===== config.mk =====
export PLATFORM = sky130hd
export DESIGN_NAME = ppu_packer
export DESIGN_NICKNAME = d
export VERILOG_FILES = /design/src/rtl/ppu_packer.sv
export SDC_FILE = /design/constraint.sdc
export NUM_CORES = 1
export LEC_CHECK = 0
export CAP_MARGIN = 0
export CELL_PAD_IN_SITES_DETAIL_PLACEMENT = 1
export CELL_PAD_IN_SITES_GLOBAL_PLACEMENT = 2
export CORE_MARGIN = 10
export CORE_UTILIZATION = 30
export CTS_CLUSTER_DIAMETER = 60
export DETAILED_ROUTE_END_ITERATION = 12
export GPL_ROUTABILITY_DRIVEN = 1
export HOLD_SLACK_MARGIN = 0.05
export PLACE_DENSITY = 0.67
export SLEW_MARGIN = 40
export SYNTH_ARGS = -nofsm -noshare
export SYNTH_HDL_FRONTEND = slang
export SYNTH_SLANG_ARGS = --single-unit

===== constraint.sdc =====
create_clock -name clk -period 4.7 [get_ports clk]
set_input_delay 0.705 -clock clk [delete_from_list [all_inputs] [get_ports clk]]
set_output_delay 0.705 -clock clk [all_outputs]
set_load 0.005 [all_outputs]

===== src/rtl/ppu_packer.sv =====
// ppu_packer: packs the PPU int8 byte stream into 32-bit words, buffers
// them in a small FIFO and writes them to the GLB at consecutive word
// addresses. Overflow of the FIFO is reported on a sticky flag.
// Ports: clk, rst (async active-low), i_start/base_addr/total_len (job),
// in_valid/in_data (byte stream), glb_we/glb_addr/glb_wdata/glb_wstrb/
// glb_ready (GLB write port), busy/done/overflow (status).
// Build option: define PPU_PACKER_BIG_ENDIAN_EN for big-endian lanes.
module ppu_packer #(
  parameter int ADDR_W     = 16,
  parameter int FIFO_DEPTH = 4
) (
  input  logic              clk,
  input  logic              rst,
  input  logic              i_start,
  input  logic [ADDR_W-1:0] base_addr,
  input  logic [15:0]       total_len,
  input  logic              in_valid,
  input  logic [7:0]        in_data,
  output logic              glb_we,
  output logic [ADDR_W-1:0] glb_addr,
  output logic [31:0]       glb_wdata,
  output logic [3:0]        glb_wstrb,
  input  logic              glb_ready,
  output logic              busy,
  output logic              done,
  output logic              overflow
);

  localparam int PW = $clog2(FIFO_DEPTH);
  localparam int CW = PW + 1;
  localparam logic [CW-1:0] FULL_CNT = CW'(FIFO_DEPTH);

  typedef enum logic [1:0] {
    S_IDLE,
    S_PACK,
    S_DRAIN
  } state_e;

  state_e            state_q, state_d;
  logic [15:0]       len_q, len_d;
  logic [15:0]       cnt_q, cnt_d;
  logic [1:0]        lane_q, lane_d;
  logic [31:0]       word_q, word_d;
  logic [3:0]        strb_q, strb_d;
  logic [ADDR_W-1:0] waddr_q, waddr_d;
  logic [PW-1:0]     wptr_q, wptr_d;
  logic [PW-1:0]     rptr_q, rptr_d;
  logic [CW-1:0]     fcnt_q, fcnt_d;
  logic              busy_q, busy_d;
  logic              done_q, done_d;
  logic              ovf_q, ovf_d;

  // Each entry carries its own word address so dropped words
  // still consume an address slot.
  logic [31:0]       mem_data_q [FIFO_DEPTH];
  logic [3:0]        mem_strb_q [FIFO_DEPTH];
  logic [ADDR_W-1:0] mem_addr_q [FIFO_DEPTH];

  logic        pop;
  logic        full;
  logic        byte_en;
  logic        last;
  logic        push;
  logic        wr_en;
  logic [1:0]  pos;
  logic [31:0] word_new;
  logic [3:0]  strb_new;

  assign pop     = (fcnt_q != '0) && glb_ready;
  assign full    = (fcnt_q == FULL_CNT);
  assign byte_en = (state_q == S_PACK) && in_valid;
  assign last    = (cnt_q == len_q - 16'd1);
  assign push    = byte_en && ((lane_q == 2'd3) || last);
  // A pop in the same cycle frees the slot, so that is not overflow.
  assign wr_en   = push && (!full || pop);

`ifdef PPU_PACKER_BIG_ENDIAN_EN
  assign pos = 2'd3 - lane_q;
`else
  assign pos = lane_q;
`endif

  always_comb begin
    word_new = word_q;
    strb_new = strb_q;
    word_new[{pos, 3'b000} +: 8] = in_data;
    strb_new[pos] = 1'b1;
  end

  always_comb begin
    state_d = state_q;
    len_d   = len_q;
    cnt_d   = cnt_q;
    lane_d  = lane_q;
    word_d  = word_q;
    strb_d  = strb_q;
    waddr_d = waddr_q;
    busy_d  = busy_q;
    done_d  = 1'b0;
    ovf_d   = ovf_q;
    wptr_d  = wr_en ? wptr_q + 1'b1 : wptr_q;
    rptr_d  = pop ? rptr_q + 1'b1 : rptr_q;
    fcnt_d  = fcnt_q + CW'(wr_en) - CW'(pop);
    unique case (state_q)
      S_IDLE: begin
        if (i_start) begin
          if (total_len != 16'd0) begin
            state_d = S_PACK;
            busy_d  = 1'b1;
            ovf_d   = 1'b0;
            len_d   = total_len;
            cnt_d   = '0;
            lane_d  = '0;
            word_d  = '0;
            strb_d  = '0;
            waddr_d = base_addr;
          end else begin
            done_d = 1'b1;
          end
        end
      end
      S_PACK: begin
        if (byte_en) begin
          cnt_d  = cnt_q + 16'd1;
          lane_d = lane_q + 2'd1;
          word_d = word_new;
          strb_d = strb_new;
          if (push) begin
            word_d  = '0;
            strb_d  = '0;
            waddr_d = waddr_q + 1'b1;
            if (!wr_en) ovf_d = 1'b1;
          end
          if (last) state_d = S_DRAIN;
        end
      end
      S_DRAIN: begin
        if (pop && fcnt_q == CW'(1)) begin
          state_d = S_IDLE;
          busy_d  = 1'b0;
          done_d  = 1'b1;
        end
      end
      default: state_d = S_IDLE;
    endcase
  end

  always_ff @(posedge clk or negedge rst) begin
    if (!rst) begin
      state_q <= S_IDLE;
      len_q   <= '0;
      cnt_q   <= '0;
      lane_q  <= '0;
      word_q  <= '0;
      strb_q  <= '0;
      waddr_q <= '0;
      wptr_q  <= '0;
      rptr_q  <= '0;
      fcnt_q  <= '0;
      busy_q  <= 1'b0;
      done_q  <= 1'b0;
      ovf_q   <= 1'b0;
      for (int i = 0; i < FIFO_DEPTH; i++) begin
        mem_data_q[i] <= '0;
        mem_strb_q[i] <= '0;
        mem_addr_q[i] <= '0;
      end
    end else begin
      state_q <= state_d;
      len_q   <= len_d;
      cnt_q   <= cnt_d;
      lane_q  <= lane_d;
      word_q  <= word_d;
      strb_q  <= strb_d;
      waddr_q <= waddr_d;
      wptr_q  <= wptr_d;
      rptr_q  <= rptr_d;
      fcnt_q  <= fcnt_d;
      busy_q  <= busy_d;
      done_q  <= done_d;
      ovf_q   <= ovf_d;
      if (wr_en) begin
        mem_data_q[wptr_q] <= word_new;
        mem_strb_q[wptr_q] <= strb_new;
        mem_addr_q[wptr_q] <= waddr_q;
      end
    end
  end

  assign glb_we    = (fcnt_q != '0);
  assign glb_addr  = glb_we ? mem_addr_q[rptr_q] : waddr_q;
  assign glb_wdata = glb_we ? mem_data_q[rptr_q] : '0;
  assign glb_wstrb = glb_we ? mem_strb_q[rptr_q] : '0;
  assign busy      = busy_q;
  assign done      = done_q;
  assign overflow  = ovf_q;

endmodule


After elaboration in Yosys (flattened, before gate mapping):

Cells that the tools add are included.

* register bits after elaboration: 306
* input bits: 45
* output and inout port bits: 56
* logic and storage cells: 145

* add/sub/neg operators: 9
* magnitude comparators: 5
* equality and inequality tests: 13
* shift-type cells: 2
* multiplexer cells: 67
* bitwise operators: 3
* reduce and logical (&&, ||, !) cells: 21

Operator list (number)
* 32-bit 2-to-1 mux: 8
* 16-bit 2-to-1 mux: 11
* 128-bit bitwise mux: 1
* 32-bit binary-select mux with 2-bit select: 1
* 64-bit bitwise mux: 1
* 32-bit demux with 2-bit select: 1
* 16-bit one-hot mux with 2 select lines: 2
* 32-bit one-hot mux with 2 select lines: 1
* 16-bit by 1-bit adder with 16-bit output (second input constant): 2
* 16-bit binary-select mux with 2-bit select: 1
* 32-bit bitwise mux: 1
* 16-bit demux with 2-bit select: 1
* 4-bit 2-to-1 mux: 8
* 8-bit by 7-bit variable shift with 32-bit output (first input constant): 1
* 8-bit by 7-bit indexed part select with 32-bit output: 1
* 16-bit bitwise mux: 1
* 16-bit equality test: 1
* 2-bit 2-to-1 mux: 8
* 16-bit nonzero test: 1
* 16-bit by 1-bit subtractor with 16-bit output (second input constant): 1
* 2-bit inequality test (second input constant): 7
* 1-bit 2-to-1 mux: 12
* 5-bit AND reduction: 2
* 4-bit binary-select mux with 2-bit select: 1
* 29 further kinds: 45

Logic depth before layout (Yosys ltp):

Gate-level depths: netlist of run 1.

* depth in word-level cells: 9
* gate-level depth with buffers: 15
* depth with buffers taken out: 14

Least setup slack after synthesis of run 1:

Ideal clock, no wire load.

* path kind: register to register
* start point: reg len_q[8]
* end point: reg fcnt_q[2]
* setup time: 0.123 ns
* arrival time: 3.590 ns
* required time: 4.577 ns
* setup slack: 0.987 ns
* stages on the path, launching flop included: 14
* buffers on the path: 1
* period minus slack after synthesis: 3.713 ns
* path through: dfrtp_1 or3_4 or4_1 or4_1 a222oi_1 and4_1 buf_6 o21ai_2 nand2_1 o21ai_0 ha_1 fa_1 xor2_1 xnor2_1

* longest elaborated chain between the ends: 7

RTL lines
* start: declaration: line 40 `logic [15:0] len_q, len_d;`
* start signal: assignment: line 170 `len_q <= len_d;`
* 16-bit by 1-bit subtractor with 16-bit output: line 72 `assign last = (cnt_q == len_q - 16'd1);`
* 16-bit equality test: line 72
* 1-bit logical OR: line 73 `assign push = byte_en && ((lane_q == 2'd3) || last);`
* 1-bit logical AND: line 73
* 1-bit logical AND: line 75 `assign wr_en = push && (!full || pop);`
* 3-bit by 1-bit adder with 3-bit output: line 103 `fcnt_d = fcnt_q + CW'(wr_en) - CW'(pop);`
* 3-bit by 1-bit subtractor with 3-bit output: line 103
* net fcnt_d[2]: line 48 `logic [CW-1:0] fcnt_q, fcnt_d;`
* end signal: assignment: line 178 `fcnt_q <= fcnt_d;`
* end: declaration: line 48

The timed path passes the listed nets, and every way through them passes these cells.
A chain may end at the register's enable or synchronous reset.

Final worst setup path of run 1:

Ends and elaborated chain as after synthesis.

==> flow_summary.ini, run 1 <==
[status]
outcome = finished clean

[clocking]
cts_tree = built
cts_inserted_buffers = 39
ctsHoldBuffers = 0
post_cts_buffers = 0
cts_sinks = 306
clkLatencyLatePin_ns = 0.56
root_buffer = clkbuf_16
ctsResizeCount = 0
cts_buffer_depth = 3
clk_pin_slew_ns = 0.06
htree_num_levels = 2

[yosys]
ys_ff_latch = 306
synth_mux_area_share_pct = 15.77
postSynthAreaPerCell_um2 = 11.02
synthFlopType = dfrtp_1
synth_warnings = 0
synthSimpleGateAreaFrac_pct = 14.12
async_reset_ff_share_pct = 100.0
syn_inst = 1348
synth_top_family_by_area = multiplexers
syn_nets = 1410
synth_edf_count = 0
syn_area_um2 = 14860
ys_types = 64
synth-xor-area-share_pct = 1.768
synth-seq-area-share_pct = 51.53
synth-compound-area-share_pct = 11.92
synth_fa_ha_area_share_pct = 1.482

[hold_path]
hp-start = word_q[27]
min_path_cells = 2
hold_path_class = register to register
hold_path_end = word_q[27]

[timing]
period_share_pct = 84.47
setup-violations-final = 0
rsz0062_at_grt = no
finalCriticalPeriod_ns = 3.970
finalHoldViolCount = 0
slew_viol_final = 0
max_slew_margin_pct = 46.05
worst-slew-pin-transition_ns = 0.8092
fmax_mhz = 251.9
skew_ns = 0.02356
tns_ns = 0
whs_ns = 0.4697

[setup_path]
cp_common_cell = or4_1
cp_data_arrival_time_ns = 4.41
r2r-end = fcnt_q[2]
r2r_slack_ns = 0.73
critical_path_depth = 12
crit_chain = or3_4 -> or4_1 -> or4_1 -> a222oi_1 -> and4_1 -> o21ai_2 -> nand2_1 -> o21ai_0 -> ha_1 -> fa_1 -> xor2_1 -> xnor2_1
cp.required_ns = 5.14
crit_path_start_kind = register
r2r.worst_path.cells = 12
critPathKind = register to register
r2r_start = len_q[8]
critPathMaxStageDelay_ns = 0.48
critical_path_buf_inv_count = 0
crit_path_end_kind = register
crit_fanout = 9
slowest_stage = or4_1
crit_family = simple AND/OR/NAND/NOR gates

[detailed_routing]
drt_iter0_markers = 568
ant_nets = 0
routed_via_density = 4.926
dr.pass1.iters = 4
drc_errors = 0
vias = 10460
wirelength_um = 42730
wl_per_cell_um = 20.13

[layout]
final_net_count = 1493
layout_common_cells = dfrtp_1 (304), nand2_1 (247), o21ai_0 (162), clkdlybuf4s50_1 (99), mux2_4 (64)
antennaDiodeCount = 0
final_area_um2 = 17930
final_common_cell = dfrtp_1
area_growth_pct = 20.65
drive_gt1_share_pct = 16.93

[floorplan]
core_um2 = 48950
start_util_pct = 30.36
rows = 81
die_y_um = 242.6
die-area_um2 = 58830
die_w_um = 242.6
io-pin-count = 101

[pwr]
switching_share_pct = 33.10
seqPwrFrac_pct = 39.2
clkPwrFrac_pct = 28.6
leakage_nw = 7.755
ir_drop_v = 0.0002624
p_int_mw = 7.062
pwr-share-comb_pct = 32.2
power_switching_mw = 3.494
p_per_area_nw_per_um2 = 588.8
p_total_mw = 10.56

[run]
cap_violations = 0

[grt]
track_usage_pct = 14.54
grt_pass1_vias = 11440
grt_overflow = 0
antenna_found_initial = 0
grt_pass1_wl_um = 68450
grt_max_degree = 101

[placed_design]
gp_congestion = 0.7790
hpwlAfterDp_um = 28010
placed_area_um2 = 16600
numPortBuffers = 100
[worst register-to-register path, stage by stage (launching register included)]
cell,delay (ns)
dfrtp_1,0.45
or3_4,0.43
or4_1,0.42
or4_1,0.48
a222oi_1,0.43
and4_1,0.31
o21ai_2,0.19
nand2_1,0.19
o21ai_0,0.10
ha_1,0.20
fa_1,0.37
xor2_1,0.16
xnor2_1,0.12
[cells in the mapped netlist, drive strengths merged (4+ instances only)]
library cell	instances	area share, %
a21oi	55	1.9
a221oi	4	0.24
a2bb2oi	4	0.24
a31oi	7	0.29
and2	38	1.6
and3	7	0.29
and4	4	0.24
buf	25	1.5
clkbuf	65	1.6
dfrtp	306	52
ha	16	1.3
inv	12	0.30
mux2	81	7.8
mux4	52	7.9
nand2	248	6.3
nand3	23	0.77
nor2	36	0.91
nor2b	36	1.5
nor3	14	0.54
nor4	8	0.34
nor4bb	4	0.27
o211ai	6	0.67
o21ai	209	7.1
o2bb2ai	5	0.29
or3	7	0.33
xnor2	15	0.88
xor2	15	0.88
[power by group through the flow]
stage	registers, mW	clock network, mW	logic (mW)
floorplan	3.76	0	2.39
global placement	4.14	0	3.39
detailed placement	4.18	0	3.46
CTS	4.15	3.12	3.47
global route	4.28	3.23	3.75
finish	4.14	3.02	3.39
[metrics by stage]
step,worst slack (ns),utilization (%),instances
after floorplan,0.9871,-,1348
final,0.7301,36.62,2123
after global placement,0.7680,33.77,2049
after CTS,0.7573,36.54,2121
after global routing,0.5387,36.62,2123
after detailed placement,0.7839,33.91,2052
[cells by family (layout without fill, tap and decap cells)]
logic type / after synthesis / in the layout
xor gates and xnor gates: 30 / 30
muxes: 135 / 135
AOI/OAI and AO/OA: 312 / 312
and+or+nand+nor: 446 / 446
DFF: 306 / 306
adders and majority gates: 17 / 17
buffers and inverters: 102 / 213
[routing by layer]
metal,vias to the layer above,routed length (um),GRT usage [%],part of all wire [%]
met5,-,0,0,0
met2,112,20920,24.71,49
met3,50,1215,2.359,2.8
met1,5389,19830,18.93,46
li1,4907,-,-,-
met4,0,765,3.625,1.8
[layout make-up]
cell class	count	area, um2
Clock buffer	55	1116
Clock inverter	14	173.9
Fill cell	5294	31020
Inverter	12	45.04
Multi-Input combinational cell	940	6720
Sequential cell	306	7662
Tap cell	664	830.8
Timing Repair Buffer	132	1379
[state kept, by name, indices dropped and copies added, names as in the netlist]
register,count
mem_data_q,128
strb_q,4
overflow,1
state_q,2
cnt_q,16
busy,1
waddr_q,16
len_q,16
fcnt_q,3
done,1
wptr_q,2
mem_strb_q,16
rptr_q,2
lane_q,2
mem_addr_q,64
word_q,32
[worst max path at each step]
stage	end	startpoint	slack (ns)
2_1_floorplan	fcnt_q[2]	len_q[8]	0.99
3_3_place_gp	fcnt_q[2]	len_q[8]	0.77
3_5_place_dp	fcnt_q[2]	len_q[8]	0.78
4_1_cts	fcnt_q[2]	len_q[8]	0.76
5_1_grt	fcnt_q[2]	len_q[8]	0.54
6_report	fcnt_q[2]	len_q[8]	0.73
Power figures use the tool's default switching activity.
==> run 2: changes to the inputs <==
Settings changed: PLACE_DENSITY 0.67 to 0.7.
Clock period 4.7 ns to 3.63 ns, I/O delays scaled along.
==> run 2 against run 1 <==
Net effect: combinational power up 38%; clock-buffer cell count rose by 1; first-iteration DRC count fell by 16%; via count rose by 1.1%; setup slack lost 0.70 ns; cell count grew 1.4%; critical path type unchanged; largest power group unchanged; highest routed layer unchanged.
==> flow_summary.ini, run 2 (synthesized netlist as in run 1, its figures left out) <==
[status]
outcome = finished clean

[clocking]
cts_sinks = 306
clk_pin_slew_ns = 0.05
clkLatencyLatePin_ns = 0.55
cts_inserted_buffers = 38
htree_num_levels = 2
cts_buffer_depth = 3
cts_tree = built
root_buffer = clkbuf_16

[layout]
multi_input_area_um2 = 6738
layout_common_cells = dfrtp_1 (304), nand2_1 (245), o21ai_0 (162), clkdlybuf4s50_1 (99), mux2_4 (64)
regMostFlops = mem_data_q
reg.largest.list = mem_data_q (128), mem_addr_q (64), word_q (32)
final_net_count = 1523
final_common_cell = dfrtp_1
largest_reg_flops = 128
drive_gt1_share_pct = 18.88
antennaDiodeCount = 0
fill_cells = 5286
area_growth_pct = 21.95
regArea_um2 = 7662

[detailed_routing]
wirelength_um = 42160
ant_nets = 0
vias = 10580
routed_via_density = 4.914
wl_per_cell_um = 19.59
drc_errors = 0
dr.pass1.iters = 4
drt_iter0_markers = 476

[floorplan]
die_y_um = 242.6
die-area_um2 = 58830
core_um2 = 48950
rows = 81
die_w_um = 242.6
io-pin-count = 101
start_util_pct = 30.36

[grt]
antenna_found_initial = 0
grt_max_degree = 94
grt_pass1_vias = 11680
track_usage_pct = 14.30
grt_overflow = 0
grt_pass1_wl_um = 67630

[pwr]
p_per_area_nw_per_um2 = 750.9
ir_drop_v = 0.0003222
leakage_nw = 7.869
p_total_mw = 13.61

[placed_design]
dp_slack_ns = -0.05403
numPortBuffers = 100
hpwlAfterDp_um = 28100
gp_congestion = 0.7891

[timing]
finalHoldViolCount = 0
layout_setup_ws_ns = 0.03180
worst-slew-pin-transition_ns = 0.7758
rsz0062_at_grt = yes
skew_ns = 0.01679
period_share_pct = 99.12
finalCriticalPeriod_ns = 3.598
tns_ns = 0
max_slew_margin_pct = 48.28
slew_viol_final = 0
fmax_mhz = 277.9
setup-violations-final = 0

[setup_path]
crit_fanout = 2
cp_data_arrival_time_ns = 4.02
crit_path_start_kind = register
cp.required_ns = 4.05
crit_path_end_kind = register
critPathKind = register to register

[hold_path]
hold_path_class = input pin to async pin

[run]
cap_violations = 0
[run 2: layout make-up]
cell class	count	share of cell area, %
repair buffers	163	8.976
flip-flops and latches	306	42.28
multi-input cells	940	37.18
inverters	12	0.2486
clock buffers	56	6.180
well taps	664	4.585
clock inverters	11	0.5455
[run 2: repair_timing]
action                                  in CTS  in global routing
pin swaps                                    4                  2
hold endpoints to repair                     0                 28
hold buffers                                 0                  1
buffers inserted                             4                  4
gates cloned                                 0                  0
endpoints found under the setup margin       1                 19
gates resized for setup                      4                  3
[run 2: stage by stage]
| step | util (%) | cell area [um2] | std cells | hold WS (ns) |
|---|---|---|---|---|
| after floorplan | - | 14870 | 1348 | 0.2489 |
| after global placement | 34.27 | 16780 | 2075 | 0.4539 |
| after detailed placement | 34.29 | 16790 | 2075 | 0.4632 |
| after CTS | 36.86 | 18040 | 2146 | 0.05877 |
| after global routing | 37.02 | 18120 | 2152 | 0.4742 |
| final | 37.02 | 18120 | 2152 | 0.4519 |
[run 2: worst paths after layout]
check                      startpoint  slack, ns       endpoint  cells past startpoint
max                         len_q[10]       0.03      fcnt_q[2]                     12
min                               rst       0.45  mem_data_q[9]                      2
max reg2reg                 len_q[10]       0.03      fcnt_q[2]                     12
min reg2reg                 word_q[7]       0.47      word_q[7]                      2
max in group asynchronous         rst       2.06    waddr_q[13]                      4
min in group clk            word_q[7]       0.47      word_q[7]                      2
[run 2: power by group]
group          leakage (nW)  internal (mW)  switching [mW]  total [mW]
Clock                 0.592           2.21            1.47        3.68
Sequential             4.04           4.37           0.876        5.25
Combinational          3.24           2.54            2.14        4.68
Total                  7.87           9.12            4.49        13.6
[run 2: worst max-delay path, cell delays in order (launching register included)]
cell	delay [ns]
dfrtp_1	0.37
or3_4	0.38
or4_4	0.42
or4_4	0.49
a222oi_1	0.46
and4_1	0.33
o21ai_4	0.07
nand2_2	0.10
o21ai_2	0.06
ha_2	0.19
fa_2	0.33
xor2_1	0.15
xnor2_1	0.12
[run 2: layer usage]
metal  up-vias  share of wire, %  routed length (um)  global-route usage (%)
li1       4972                 -                   -                       -
met1      5448                45               18870                   17.91
met2       109                51               21360                   25.26
met3        47               3.0                1282                   2.370
met4         0               1.5                 651                   3.163
met5         -                 0                   0                       0
